`src/rtl/apb_master_arbiter_pkg.sv`:
```
`default_nettype none
// ============================================================================
// Module      : apb_arb_pkg
// Description : Shared types and default sizes for the two-requester APB
//               master/arbiter.
// Revision    : 1.0 - initial release
// ============================================================================
package apb_arb_pkg;

   localparam int DEF_ADDR_W  = 9;
   localparam int DEF_DATA_W  = 8;
   localparam int DEF_TIMEOUT = 16;

   // APB transfer phases
   typedef enum logic [1:0] {
      IDLE   = 2'd0,
      SETUP  = 2'd1,
      ACCESS = 2'd2
   } state_t;

endpackage
`default_nettype wire

```
`src/rtl/apb_master_arbiter_if.sv`:
```
`default_nettype none
// ============================================================================
// Module      : apb_master_arbiter_if
// Description : Requester-side and APB-side signal bundle of the arbiter.
//               The master modport is the arbiter's view; the slave modport is
//               the view of the agents and APB slaves around it.
// Revision    : 1.0 - initial release
// ============================================================================
interface apb_master_arbiter_if
   import apb_arb_pkg::*;
#(
   parameter int ADDR_W = DEF_ADDR_W,
   parameter int DATA_W = DEF_DATA_W
);

   // requester side
   logic [1:0]          req_valid;
   logic [1:0]          req_write;
   logic [2*ADDR_W-1:0] req_addr;
   logic [2*DATA_W-1:0] req_wdata;
   logic [1:0]          rsp_done;
   logic [DATA_W-1:0]   rsp_rdata;
   logic                rsp_err;

   // APB side
   logic                PSEL1;
   logic                PSEL2;
   logic                PENABLE;
   logic                PWRITE;
   logic [ADDR_W-2:0]   PADDR;
   logic [DATA_W-1:0]   PWDATA;
   logic [DATA_W-1:0]   PRDATA;
   logic                PREADY;
   logic                PSLVERR;

   modport master (
      input  req_valid, req_write, req_addr, req_wdata,
      output rsp_done, rsp_rdata, rsp_err,
      output PSEL1, PSEL2, PENABLE, PWRITE, PADDR, PWDATA,
      input  PRDATA, PREADY, PSLVERR
   );

   modport slave (
      output req_valid, req_write, req_addr, req_wdata,
      input  rsp_done, rsp_rdata, rsp_err,
      input  PSEL1, PSEL2, PENABLE, PWRITE, PADDR, PWDATA,
      output PRDATA, PREADY, PSLVERR
   );

endinterface
`default_nettype wire

```
`src/rtl/apb_master_arbiter_rr_arb.sv`:
```
`default_nettype none
// ============================================================================
// Module      : apb_rr_arb
// Description : Two-way round-robin grant. A requester that is completing in
//               this cycle is masked so its stale request cannot win again.
//               Owns the last-grant pointer, which resets to requester 1 so
//               requester 0 wins the first tie.
// Revision    : 1.0 - initial release
// ============================================================================
module apb_rr_arb
   import apb_arb_pkg::*;
(
   input  wire logic       PCLK,
   input  wire logic       PRESETn,
   input  wire logic [1:0] req,
   input  wire logic       enable,
   input  wire logic [1:0] done_mask,
   output logic      [1:0] gnt
);

   logic       last_gnt;
   logic [1:0] eligible;

   // pick a one-hot winner among eligible requesters, favouring the one not served last
   always_comb begin
      eligible = req & ~done_mask;
      gnt      = 2'b00;
      if (enable) begin
         case (eligible)
            2'b01:   gnt = 2'b01;
            2'b10:   gnt = 2'b10;
            2'b11:   gnt = last_gnt ? 2'b01 : 2'b10;
            default: gnt = 2'b00;
         endcase
      end
   end

   // remember who was granted most recently
   always_ff @(posedge PCLK) begin
      if (!PRESETn)
         last_gnt <= 1'b1;
      else if (gnt != 2'b00)
         last_gnt <= gnt[1];
   end

endmodule
`default_nettype wire

```
`src/rtl/apb_master_arbiter.sv`:
```
`default_nettype none
// ============================================================================
// Module      : apb_master_arbiter
// Description : APB3 master shared by two requesters. Round-robin grant,
//               SETUP/ACCESS sequencing, slave select from the address MSB,
//               and a registered one-cycle completion pulse carrying read
//               data and error status back to the granted requester.
//               Optional ACCESS watchdog enabled by APB_ARB_TIMEOUT_EN.
// Revision    : 1.0 - initial release
// ============================================================================
module apb_master_arbiter
   import apb_arb_pkg::*;
#(
   parameter int ADDR_W  = DEF_ADDR_W,
   parameter int DATA_W  = DEF_DATA_W,
   parameter int TIMEOUT = DEF_TIMEOUT
)(
   input  wire logic            PCLK,
   input  wire logic            PRESETn,
   apb_master_arbiter_if.master bus
);

   state_t              state;
   state_t              state_nxt;
   logic [1:0]          gnt;
   logic                psel;
   logic                penable;
   logic                finish;
   logic                abort;

   logic [ADDR_W-1:0]   sel_addr;
   logic                sel_write;
   logic [DATA_W-1:0]   sel_wdata;

   logic                owner;
   logic                slave_hi;
   logic                write_lat;
   logic [ADDR_W-2:0]   addr_lat;
   logic [DATA_W-1:0]   wdata_lat;
   logic [1:0]          done_pulse;
   logic [DATA_W-1:0]   rdata_lat;
   logic                err_lat;

   if (TIMEOUT < 1) begin : g_timeout_check
      $error("TIMEOUT must be at least 1");
   end

   apb_rr_arb u_arb (
      .PCLK      (PCLK),
      .PRESETn   (PRESETn),
      .req       (bus.req_valid),
      .enable    (state == IDLE),
      .done_mask (done_pulse),
      .gnt       (gnt)
   );

   // request fields of whichever requester is being granted
   assign sel_addr  = gnt[1] ? bus.req_addr[2*ADDR_W-1:ADDR_W]  : bus.req_addr[ADDR_W-1:0];
   assign sel_wdata = gnt[1] ? bus.req_wdata[2*DATA_W-1:DATA_W] : bus.req_wdata[DATA_W-1:0];
   assign sel_write = gnt[1] ? bus.req_write[1]                 : bus.req_write[0];

`ifdef APB_ARB_TIMEOUT_EN
   localparam int CNT_W = (TIMEOUT > 1) ? $clog2(TIMEOUT) : 1;

   logic [CNT_W-1:0] wd_cnt;

   // count elapsed ACCESS cycles of the current transfer
   always_ff @(posedge PCLK) begin
      if (!PRESETn || state != ACCESS)
         wd_cnt <= '0;
      else
         wd_cnt <= wd_cnt + 1'b1;
   end
`endif

   // phase register
   always_ff @(posedge PCLK) begin
      if (!PRESETn)
         state <= IDLE;
      else
         state <= state_nxt;
   end

   // next phase and APB strobes
   always_comb begin
      state_nxt = state;
      psel      = 1'b0;
      penable   = 1'b0;
      finish    = 1'b0;
      abort     = 1'b0;
      case (state)
         IDLE: begin
            if (gnt != 2'b00)
               state_nxt = SETUP;
         end
         SETUP: begin
            psel      = 1'b1;
            state_nxt = ACCESS;
         end
         ACCESS: begin
            psel    = 1'b1;
            penable = 1'b1;
            if (bus.PREADY) begin
               finish    = 1'b1;
               state_nxt = IDLE;
            end
`ifdef APB_ARB_TIMEOUT_EN
            else if (wd_cnt == CNT_W'(TIMEOUT - 1)) begin
               abort     = 1'b1;
               state_nxt = IDLE;
            end
`endif
         end
         default: state_nxt = IDLE;
      endcase
   end

   // capture the granted request; held unchanged until the next grant
   always_ff @(posedge PCLK) begin
      if (!PRESETn) begin
         owner     <= 1'b0;
         slave_hi  <= 1'b0;
         write_lat <= 1'b0;
         addr_lat  <= '0;
         wdata_lat <= '0;
      end else if (gnt != 2'b00) begin
         owner     <= gnt[1];
         slave_hi  <= sel_addr[ADDR_W-1];
         write_lat <= sel_write;
         addr_lat  <= sel_addr[ADDR_W-2:0];
         wdata_lat <= sel_wdata;
      end
   end

   // completion pulse with read data and status for the owner
   always_ff @(posedge PCLK) begin
      if (!PRESETn) begin
         done_pulse <= 2'b00;
         rdata_lat  <= '0;
         err_lat    <= 1'b0;
      end else begin
         done_pulse <= 2'b00;
         if (finish) begin
            done_pulse <= {owner, ~owner};
            rdata_lat  <= write_lat ? '0 : bus.PRDATA;
            err_lat    <= bus.PSLVERR;
         end else if (abort) begin
            done_pulse <= {owner, ~owner};
            rdata_lat  <= '0;
            err_lat    <= 1'b1;
         end
      end
   end

   assign bus.PSEL1     = psel & ~slave_hi;
   assign bus.PSEL2     = psel &  slave_hi;
   assign bus.PENABLE   = penable;
   assign bus.PWRITE    = write_lat;
   assign bus.PADDR     = addr_lat;
   assign bus.PWDATA    = wdata_lat;
   assign bus.rsp_done  = done_pulse;
   assign bus.rsp_rdata = rdata_lat;
   assign bus.rsp_err   = err_lat;

endmodule
`default_nettype wire
```
`src/flat_wrapper.sv`:
```
// flat-port wrapper written by rule: the top's interface ports become plain ports
module apb_master_arbiter_flat import apb_arb_pkg::*;
#(
   parameter int ADDR_W  = DEF_ADDR_W,
   parameter int DATA_W  = DEF_DATA_W,
   parameter int TIMEOUT = DEF_TIMEOUT
)
  (PCLK, PRESETn, bus_req_valid, bus_req_write, bus_req_addr, bus_req_wdata, bus_rsp_done, bus_rsp_rdata, bus_rsp_err, bus_PSEL1, bus_PSEL2, bus_PENABLE, bus_PWRITE, bus_PADDR, bus_PWDATA, bus_PRDATA, bus_PREADY, bus_PSLVERR);
  apb_master_arbiter_if #(.ADDR_W(ADDR_W), .DATA_W(DATA_W)) bus_i ();
  input  wire logic PCLK;
  input  wire logic PRESETn;
  input wire logic [$bits(bus_i.req_valid)-1:0] bus_req_valid;
  input wire logic [$bits(bus_i.req_write)-1:0] bus_req_write;
  input wire logic [$bits(bus_i.req_addr)-1:0] bus_req_addr;
  input wire logic [$bits(bus_i.req_wdata)-1:0] bus_req_wdata;
  output wire logic [$bits(bus_i.rsp_done)-1:0] bus_rsp_done;
  output wire logic [$bits(bus_i.rsp_rdata)-1:0] bus_rsp_rdata;
  output wire logic [$bits(bus_i.rsp_err)-1:0] bus_rsp_err;
  output wire logic [$bits(bus_i.PSEL1)-1:0] bus_PSEL1;
  output wire logic [$bits(bus_i.PSEL2)-1:0] bus_PSEL2;
  output wire logic [$bits(bus_i.PENABLE)-1:0] bus_PENABLE;
  output wire logic [$bits(bus_i.PWRITE)-1:0] bus_PWRITE;
  output wire logic [$bits(bus_i.PADDR)-1:0] bus_PADDR;
  output wire logic [$bits(bus_i.PWDATA)-1:0] bus_PWDATA;
  input wire logic [$bits(bus_i.PRDATA)-1:0] bus_PRDATA;
  input wire logic [$bits(bus_i.PREADY)-1:0] bus_PREADY;
  input wire logic [$bits(bus_i.PSLVERR)-1:0] bus_PSLVERR;
  assign bus_i.req_valid = bus_req_valid;
  assign bus_i.req_write = bus_req_write;
  assign bus_i.req_addr = bus_req_addr;
  assign bus_i.req_wdata = bus_req_wdata;
  assign bus_rsp_done = bus_i.rsp_done;
  assign bus_rsp_rdata = bus_i.rsp_rdata;
  assign bus_rsp_err = bus_i.rsp_err;
  assign bus_PSEL1 = bus_i.PSEL1;
  assign bus_PSEL2 = bus_i.PSEL2;
  assign bus_PENABLE = bus_i.PENABLE;
  assign bus_PWRITE = bus_i.PWRITE;
  assign bus_PADDR = bus_i.PADDR;
  assign bus_PWDATA = bus_i.PWDATA;
  assign bus_i.PRDATA = bus_PRDATA;
  assign bus_i.PREADY = bus_PREADY;
  assign bus_i.PSLVERR = bus_PSLVERR;
  apb_master_arbiter #(.ADDR_W(ADDR_W), .DATA_W(DATA_W), .TIMEOUT(TIMEOUT)) u_core (.PCLK(PCLK), .PRESETn(PRESETn), .bus(bus_i));
endmodule
```
`config.mk`:
```
export PLATFORM = sky130hd
export DESIGN_NAME = apb_master_arbiter_flat
export DESIGN_NICKNAME = d
export VERILOG_FILES = /design/src/rtl/apb_master_arbiter_pkg.sv /design/src/rtl/apb_master_arbiter_if.sv /design/src/rtl/apb_master_arbiter_rr_arb.sv /design/src/rtl/apb_master_arbiter.sv /design/src/flat_wrapper.sv
export SDC_FILE = /design/constraint.sdc
export NUM_CORES = 1
export LEC_CHECK = 0
export CAP_MARGIN = 20
export CORE_MARGIN = 4
export CORE_UTILIZATION = 30
export DETAILED_ROUTE_END_ITERATION = 7
export PLACE_DENSITY = 0.62
export SYNTH_ARGS = -nofsm -noshare
export SYNTH_HDL_FRONTEND = slang
export SYNTH_SLANG_ARGS = --single-unit
```
`constraint.sdc`:
```
create_clock -name PCLK -period 1.45 [get_ports PCLK]
set_input_delay 0.29 -clock PCLK [delete_from_list [all_inputs] [get_ports PCLK]]
set_output_delay 0.29 -clock PCLK [all_outputs]
set_load 0.02 [all_outputs]
```
==> impl_summary.md <==
CTS
The cell at the root of the clock tree is clkbuf_8. The hold buffer count at CTS is 0. The clock reaches the later pin of the worst-skew pair after ~0.27 ns. The maximum count of clock buffers along a single path is 2. In this run, CTS created clock tree buffers numbering 5.

The H-tree level count is 2. Clock-pin slew was measured on the worst setup and hold paths at around 0.070 ns. The CTS tree is done. The total number of clock tree sinks is 33.

Setup path
Measured in cells, the most critical reg-to-reg path has a length of 7. The number of buffers and inverters on the critical path is 2. The gate family responsible for the most delay along the worst path is flip-flops.

The arrival time at the worst endpoint is 1.15 ns. The endpoint of the worst register-to-register path is u_core.owner. STA classifies the critical path startpoint as a register.

The largest individual stage delay along the critical path comes from the cell dfxtp_2. The worst setup path is of the reg -> out kind. The launch point of the worst reg-to-reg path is u_core.state[1]. Traced cell by cell, the critical path runs through inv_2 > ha_4 > nor2b_4 > buf_6. The worst-path maximum fanout is 2. STA classifies the critical path endpoint as an output port. In this design, the stage delay of the slowest critical-path cell is 0.34 ns. The register-to-register path setup slack is 0.12 ns. The critical path startpoint is u_core.state[1].

For the worst setup path, the data required time is 1.16 ns.

STA
At the pin with the least slew margin, the transition time is 0.3212 ns. For the final database, setup skew stands at 0.005261 ns. The tightest slew margin relative to the limit is 78.59%. The number of hold violations in the final report is 0. The final cycle utilization of the critical path is 99.37%. The minimum period implied by the final worst setup slack is 1.441 ns. The count of final max-slew check failures is 0.

Setup violations remaining at the end of the flow were counted as 0. Setup total negative slack on the finished layout was measured at 0 ns. Across all hold checks on the routed design, the worst slack comes to 0.4496 ns. For this run, the top clock speed supported by timing is 0.6940 GHz. Setup repair after global routing could not meet its margin everywhere.

Cells and area
The post-route netlist has roughly 14% of its cells at a drive strength greater than 1. The sequential cells in the finished layout cover a total of between 600 and 700 µm². The final-stage net count is 317. Counting the fill cells in the layout gives 458. After the flow finishes, the layout carries non-filler instances totaling 330.

Summing all multi-input logic gate instances after layout gives roughly 750 µm². The area growth from synthesis to layout is 78.44%. 0 antenna diodes ended up in the layout.

Power and ir drop
The peak supply drop is 0.0005959 V. The leakage component of the power is 1.126 nW. Power spread over the standard cell area amounts to 1237 nW/µm².

Drt
The average vias per placed instance is 4.567. The detail route stage leaves a number of antenna-violating nets equal to 0. In the routed design, unresolved DRC markers number 0. Dividing the detail-routed wire length by the instance count gives 12.86 µm. The number of design-rule violations left by the first detailed-router iteration is 68. The count of vias placed by the detailed router is 1,507. The first detailed-routing pass took 4 iterations. The sum of routed wire length over all layers is 4243 µm.

Logic synthesis
The dominant combinational cell family by area after synthesis is simple AND/OR/NAND/NOR gates. The synthesized netlist contains 26 unique library cells. The post-synthesis cell count is ~170. The post-synthesis area per instance is between 8 and 9 µm². The xor/xnor share of the synthesized area is 0%. The arithmetic-cell share of the synthesized area counting full adders, half adders and majority gates is under 10%.

The share of the synthesized area in compound gates (AO/OA/AOI/OAI) is approximately 20%. The sequential element share of the synthesized area is 45.17%. The post-synthesis share of cell area spent on and, or, nand and nor gates is a little under a quarter. Counting every net in the synthesized netlist gives 228. After synthesis the cells add up to 1463 µm². The mux contribution to synthesized area is 0%. The flop and latch count out of synthesis is 33. The Yosys warning count is 0.

Hold path
The instance count along the most critical hold path is 1. The hold path startpoint is u_core.owner. The path class of the lowest-slack min-delay path is reg -> reg.

The endpoint of the worst hold-timing path is u_core.bus.rsp_done[0].

Die
The height of the chip is 77.83 µm. The total number of placement rows is 25. During I/O placement, the number of pins put on the boundary was 81. The floorplan step defined a core boundary enclosing 4723 µm². The floorplan step defined a die boundary enclosing 6057 µm². The x dimension of the die is about 80 µm. The initial standard-cell utilization of the core is 30.97%.

GRT
Across every metal layer, demand over resource in global routing totals 12.80%. The via count of the first global-routing pass is roughly 1,300. Entering global routing, the biggest net connects 39 pins.

The first global-routing pass estimated between 6000 and 7000 µm of wire. Global routing finished with a remaining overflow of 0. The number of antenna violations at the first check in global routing is 0.

Placed design
The count of placed standard cells including taps is 318. The HPWL after detailed placement is 2700 µm. Port buffering added 80 buffers. At the end of routability-driven placement, the weighted congestion stood at 0.7580.

Job
The max-capacitance violation count is 0.

Outcome
The run finished with clean final reports.
placed cells by master, fill, tap and decap left out, types with 2 or more instances in the layout:
master / netlist / layout
inv_2: 0 / 2
nor3b_1: 9 / 7
dfxtp_2: 0 / 2
o21ai_0: 19 / 19
a21boi_0: 2 / 2
inv_1: 4 / 2
a31oi_1: 18 / 18
nand2b_1: 3 / 3
clkbuf_8: 0 / 6
clkdlybuf4s50_1: 0 / 48
buf_6: 3 / 2
nand3_1: 3 / 3
buf_4: 0 / 7
dfxtp_1: 33 / 31
nor2b_1: 9 / 8
nor3b_2: 0 / 2
buf_12: 0 / 6
nand2_1: 40 / 39
clkbuf_16: 0 / 3
ha_4: 0 / 2
dlygate4sd2_1: 0 / 28
a21oi_1: 8 / 8
ha_1: 4 / 2
cells in the mapped netlist:
| cell type | count | area, µm² |
|---|---|---|
| o211ai_1 | 1 | 7.510 |
| and4b_1 | 1 | 10.01 |
| o21ai_0 | 19 | 95.09 |
| nand3b_1 | 1 | 7.510 |
| dfxtp_1 | 33 | 660.6 |
| a31oi_1 | 18 | 112.6 |
| and4_1 | 1 | 8.760 |
| nor2b_1 | 9 | 56.30 |
| nand2b_1 | 3 | 18.77 |
| clkbuf_1 | 3 | 11.26 |
| a21boi_2 | 1 | 11.26 |
| nand3_1 | 3 | 15.01 |
| a21oi_1 | 8 | 40.04 |
| nand2_1 | 40 | 150.1 |
| a21boi_0 | 2 | 15.01 |
| ha_1 | 4 | 50.05 |
| nor3b_1 | 9 | 67.56 |
| nand4b_1 | 1 | 8.760 |
| buf_1 | 1 | 3.750 |
| buf_8 | 1 | 15.01 |
| inv_1 | 4 | 15.01 |
| a32oi_1 | 1 | 8.760 |
| buf_2 | 5 | 25.02 |
| and2_1 | 1 | 6.260 |
| buf_6 | 3 | 33.78 |
| o21ai_2 | 1 | 8.760 |
worst max path at each step:
stage                              end  cells after the start
6_report                     bus_PSEL1                      4
5_1_grt                      bus_PSEL1                      4
4_1_cts                      bus_PSEL1                      4
3_5_place_dp                 bus_PSEL1                      4
3_3_place_gp                 bus_PSEL1                      4
2_1_floorplan  u_core.bus.rsp_rdata[0]                      6
per-stage QoR:
stage / setup WS, ns / area, µm² / total power, mW / utilization (%)
after floorplan: 0.01292 / 1463 / 1.804 / -
after global placement: -0.2028 / 2396 / 2.385 / 50.73
after detailed placement: -0.2257 / 2396 / 2.389 / 50.73
after CTS: -0.02795 / 2464 / 3.024 / 52.16
after global routing: -0.03415 / 2610 / 3.420 / 55.26
final: 0.009086 / 2610 / 3.228 / 55.26
power breakdown:
group / switching [mW] / internal [mW] / total, mW
sequential: 0.0726 / 1.06 / 1.13
combinational: 0.682 / 0.733 / 1.42
clock: 0.302 / 0.376 / 0.678
total: 1.06 / 2.17 / 3.23
routing by layer:
metal / track usage [%] / wire length [µm] / vias up
met5: 0 / 0 / -
met4: 4.270 / 23 / 0
met3: 4.988 / 331 / 2
met2: 19.78 / 1934 / 52
met1: 16.20 / 1953 / 671
li1: - / - / 782
area by class of cell:
cell class / instances / share of cell area (%)
Timing Repair Buffer: 95 / 38.64
Multi-Input combinational cell: 124 / 28.86
Sequential cell: 33 / 25.41
Clock buffer: 7 / 3.308
Tap cell: 67 / 3.212
Inverter: 4 / 0.5753
repair_timing:
item	4_1_cts	5_1_grt
resized for setup	51	8
cloned	0	3
setup buffers	0	2
pin swaps	2	1
endpoints found under the setup margin	31	11
logic make-up (layout without fill, tap and decap cells):
family,after synthesis,in the layout
compound gates,51,51
flops,33,33
buf+inv,17,106
simple gates,69,69
fa+ha+maj,4,4
flip-flops by register name (all words and copies together) (netlist names), 2 cells and up:
name                  cells
u_core.bus.PWDATA         8
u_core.bus.PADDR          8
u_core.bus.rsp_done       2
u_core.state              2
u_core.bus.rsp_rdata      8
Power figures use the tool's default switching activity.
==> edit 1, RTL diff (same flow settings) <==
The option `APB_ARB_TIMEOUT_EN` is turned on by a define.
--- a/src/rtl/apb_master_arbiter.sv
+++ b/src/rtl/apb_master_arbiter.sv
@@ -8,6 +8,8 @@
 //               Optional ACCESS watchdog enabled by APB_ARB_TIMEOUT_EN.
 // Revision    : 1.0 - initial release
 // ============================================================================
+`define APB_ARB_TIMEOUT_EN
+
 module apb_master_arbiter
    import apb_arb_pkg::*;
 #(
Function: same outputs for any inputs over 10 cycles, from zero or initial values and one cycle with PRESETn low; that may be too few to reach the edited logic, so the function may still have changed.
==> edit 1 against the unedited design <==
The run now ends with negative setup slack left; cell count is 3.0% higher; routed wire length rose by 0.42%; sequential cell count up 4; setup slack worse by 0.041 ns; sequential share of layout area rose by 2.5 points; cell area increased by 1.9%; count of clock-buffer cells in the layout down 1; area after synthesis rose by 6.8%; non-clock buffer count up 6; total power down 1.5%; core utilization decreased by 2.9 points; clock power up 0.6%; die area increased by 6.1%; clock skew increased by 0.0030 ns.
==> edit 1: results (changes against the unedited design) <==
[run_status]
run_status=complete, but fails checks  ; was finished, final reports clean
failing_checks=negative setup slack

[global_route]
grtUsageMet3=0.0762  ; was 0.0499
met2_resource_use_gr=0.215  ; was 0.198
first_global_vias=1511  ; was 1,337
global_route.usage.met1=0.160  ; was 0.162
grt_start_max_net_pins=25  ; was 39
grt_util_all_layers=0.138  ; was 0.128

[critical_path]
reg2reg_from=u_core.state[0]  ; was u_core.state[1]
r2r.worst_path.cells=8  ; was 7
timing.rr.end=u_core.bus.rsp_rdata[6]  ; was u_core.owner

[power]
leakage_nw=1.17  ; was 1.13 nW
p_int_mw=2.12  ; was 2.17 mW
vdd_ir_drop_max_mv=0.651  ; was 0.596 mV

[synthesis]
synth_seq_area_share=0.474  ; was 0.452
synth_compound_gate_area_share=0.231  ; was 0.204
netlist_top_cells_area=sky130_fd_sc_hd__dfxtp_1 47%, sky130_fd_sc_hd__nand2_1 9.4%, sky130_fd_sc_hd__a31oi_1 7.2%, sky130_fd_sc_hd__o21ai_0 6.4%, sky130_fd_sc_hd__a22o_1 4.5%  ; was sky130_fd_sc_hd__dfxtp_1 45%, sky130_fd_sc_hd__nand2_1 10%, sky130_fd_sc_hd__a31oi_1 7.7%, sky130_fd_sc_hd__o21ai_0 6.5%, sky130_fd_sc_hd__nor3b_1 4.6%

[worst_hold_path]
hold_path_end=u_core.wd_cnt[0]  ; was u_core.bus.rsp_done[0]

[clock_network]
cts_resized=50  ; was 51
post_cts.repair.setup_buffers=1  ; was 0

[sta]
post-route-worst-setup-slack_ns=-0.0319  ; was 0.00909 ns
setup_violations=2  ; was 0

[detailed_routing]
wl_met3_um=507  ; was 331 um
routed_wirelength_mm=4.26  ; was 4.24 mm
routed-wl-met2_mm=1.86  ; was 1.93 mm
met1_length_mm=1.85  ; was 1.95 mm
drt-initial-drc-count=46  ; was 68

[place]
dp.final_hpwl_mm=3.12  ; was 2.70 mm
gpl.final_weighted_congestion=0.746  ; was 0.758

[cells_and_area]
fillers=507  ; was 458

## edit 1: layout make-up
cell class,instances,area share
Sequential cell,37,0.280
Inverter,4,0.00565
Timing Repair Buffer,101,0.364
Tap cell,70,0.0329
Multi-Input combinational cell,120,0.287
Clock buffer,6,0.0273
Clock inverter,2,0.00376
## edit 1: stage by stage
stage / instance area, um2 / instances / hold slack, ns / utilization / setup TNS (ns)
6_report: 2660 / 340 / 0.445 / 0.524 / -0.0498
2_1_floorplan: 1570 / 172 / 0.418 / - / 0
3_5_place_dp: 2530 / 330 / 0.439 / 0.499 / -4.76
4_1_cts: 2610 / 339 / 0.450 / 0.513 / -0.0889
5_1_grt: 2660 / 340 / 0.467 / 0.524 / -0.171
3_3_place_gp: 2530 / 330 / 0.432 / 0.499 / -3.97
## edit 1: power by group through the flow
stage	combinational (mW)	clock, mW	sequential, mW
finish	1.25	0.682	1.25
global route	1.37	0.756	1.28
CTS	1.20	0.708	1.25
detailed placement	1.25	0	1.27
global placement	1.24	0	1.26
floorplan	0.495	0	1.42
==> edit 2, RTL diff (same flow settings) <==
Made on the original files. The 3 states of `state_t` get a one-hot encoding in 3 bits.
--- a/src/rtl/apb_master_arbiter_pkg.sv
+++ b/src/rtl/apb_master_arbiter_pkg.sv
@@ -12,10 +12,10 @@
    localparam int DEF_TIMEOUT = 16;
 
    // APB transfer phases
-   typedef enum logic [1:0] {
-      IDLE   = 2'd0,
-      SETUP  = 2'd1,
-      ACCESS = 2'd2
+   typedef enum logic [2:0] {
+      IDLE   = 3'b001,
+      SETUP  = 3'b010,
+      ACCESS = 3'b100
    } state_t;
 
 endpackage
Check against the original RTL: no difference found for any inputs over 10 cycles, from zero or initial values and one cycle with PRESETn low; not proved beyond that.
==> edit 2 against the unedited design <==
Total power decreased by 20%; clock power increased by 8.1%; the flow now finishes with violations (negative setup slack); synthesized cell count grew 0.57%; critical path depth up 3; setup slack got worse by 0.096 ns; area after synthesis decreased by 1.3%; cell area fell by 1.8%; sequential cell count up 1; routed wire length up 1.2%.
==> edit 2: results (changes against the unedited design) <==
[cells_and_area]
num-nets-final=319  ; was 317
final_layout_size_suffix_gt1_frac=0.148  ; was 0.141

[run_status]
run_status=complete, but fails checks  ; was finished, final reports clean
failing_checks=negative setup slack

[detailed_routing]
met1_length_mm=1.91  ; was 1.95 mm
routed_wirelength_mm=4.30  ; was 4.24 mm
routedWlPerCell_um=13.3  ; was 12.9 um
drt-initial-drc-count=34  ; was 68
routed-wl-met2_mm=1.96  ; was 1.93 mm

[power]
pwr-share-seq=0.416  ; was 0.351
p_int_mw=1.82  ; was 2.17 mW
vdd_ir_drop_max_mv=0.465  ; was 0.596 mV
clock_power_mw=0.733  ; was 0.678 mW
leakage_nw=1.10  ; was 1.13 nW
power_switching_mw=0.758  ; was 1.06 mW

[global_route]
met2_resource_use_gr=0.228  ; was 0.198
grt_start_max_net_pins=35  ; was 39
global_route.usage.met1=0.172  ; was 0.162
grtUsageMet3=0.0752  ; was 0.0499
grt_pass1_wl_mm=6.92  ; was 6.33 mm

[sta]
final.setup_skew_ns=0.00441  ; was 0.00526 ns
setup_violations=22  ; was 0
tns_ns=-1.30  ; was 0 ns
post-route-worst-setup-slack_ns=-0.0872  ; was 0.00909 ns
slew-limit-headroom=0.679  ; was 0.786

[critical_path]
cpMaxStageDelayCell=sky130_fd_sc_hd__or3b_4  ; was sky130_fd_sc_hd__dfxtp_2
cp-endpoint=u_core.bus.PWDATA[6]  ; was bus_PSEL1
critical_path.max_fanout=6  ; was 2
crit_arrival_ns=1.75  ; was 1.15 ns
cp_slowest_stage_delay_ns=0.40  ; was 0.34 ns

[synthesis]
synth_seq_area_share=0.471  ; was 0.452
post_synth_most_frequent_cells=48 x sky130_fd_sc_hd__nand2_1, 34 x sky130_fd_sc_hd__dfxtp_1, 17 x sky130_fd_sc_hd__a31oi_1  ; was 40 x sky130_fd_sc_hd__nand2_1, 33 x sky130_fd_sc_hd__dfxtp_1, 19 x sky130_fd_sc_hd__o21ai_0
synth_top_area_share=0.471  ; was 0.452
syn-num-nets=225  ; was 228
netlist_top_cells_area=sky130_fd_sc_hd__dfxtp_1 47%, sky130_fd_sc_hd__nand2_1 12%, sky130_fd_sc_hd__a31oi_1 7.4%, sky130_fd_sc_hd__nand3b_1 4.7%, sky130_fd_sc_hd__o21ai_1 3.8%  ; was sky130_fd_sc_hd__dfxtp_1 45%, sky130_fd_sc_hd__nand2_1 10%, sky130_fd_sc_hd__a31oi_1 7.7%, sky130_fd_sc_hd__o21ai_0 6.5%, sky130_fd_sc_hd__nor3b_1 4.6%
post_synth.cell_area_avg_um2=8.25  ; was 8.41 um2
synth.distinct_cells=28  ; was 26

[place]
place_area_mm2=0.00240  ; about the same
place_inst=310  ; was 318
dp.final_hpwl_mm=2.98  ; was 2.70 mm
gpl.final_weighted_congestion=0.745  ; was 0.758

[clock_network]
cts_resized=58  ; was 51

-- edit 2: cell types whose count changed in the layout (fill, tap and decap cells not counted), sizes merged, moves of 3 or more --
cell | unedited run | this run
nand2 | 40 | 48
nand3b | 1 | 9
nor2b | 9 | 2
nor3b | 9 | 2
a21boi | 3 | 9
a21oi | 8 | 2
buf | 15 | 19
ha | 4 | 0
inv | 4 | 1
nand2b | 3 | 6
-- edit 2: layout make-up --
class | instances | area, um2 | area share
clock buffers | 6 | 82.6 | 0.0322
clock inverters | 2 | 12.5 | 0.00488
inverters | 1 | 3.75 | 0.00146
multi-input cells | 129 | 728 | 0.284
flip-flops and latches | 34 | 684 | 0.267
well taps | 52 | 65.1 | 0.0254
repair buffers | 98 | 987 | 0.385
-- edit 2: logic make-up (layout without fill, tap and decap cells) --
group / Yosys count / after routing / share of synthesized area
AO/OA/AOI/OAI: 53 / 53 / 0.230
buffers and inverters: 12 / 107 / 0.0442
flip-flops: 34 / 34 / 0.471
AND/OR/NAND/NOR: 76 / 76 / 0.255
-- edit 2: how the worst min path moves through the flow --
stage | start | endpoint | slack [ns] | cells after the start
finish | u_core.bus.rsp_rdata[3] | u_core.bus.rsp_rdata[3] | 0.44 | 2
global route | u_core.bus.rsp_rdata[3] | u_core.bus.rsp_rdata[3] | 0.46 | 2
CTS | u_core.owner | u_core.bus.rsp_done[0] | 0.44 | 1
detailed placement | u_core.owner | u_core.bus.rsp_done[0] | 0.42 | 1
global placement | u_core.owner | u_core.bus.rsp_done[0] | 0.43 | 1
floorplan | u_core.owner | u_core.bus.rsp_done[0] | 0.40 | 1
-- edit 2: tightest hold or removal path: cells and delay by family (launching register included) --
family | cells | cell delay [ns]
AND/OR/NAND/NOR | 1 | 0.05
AO/OA/AOI/OAI | 1 | 0.05
flip-flops | 1 | 0.31
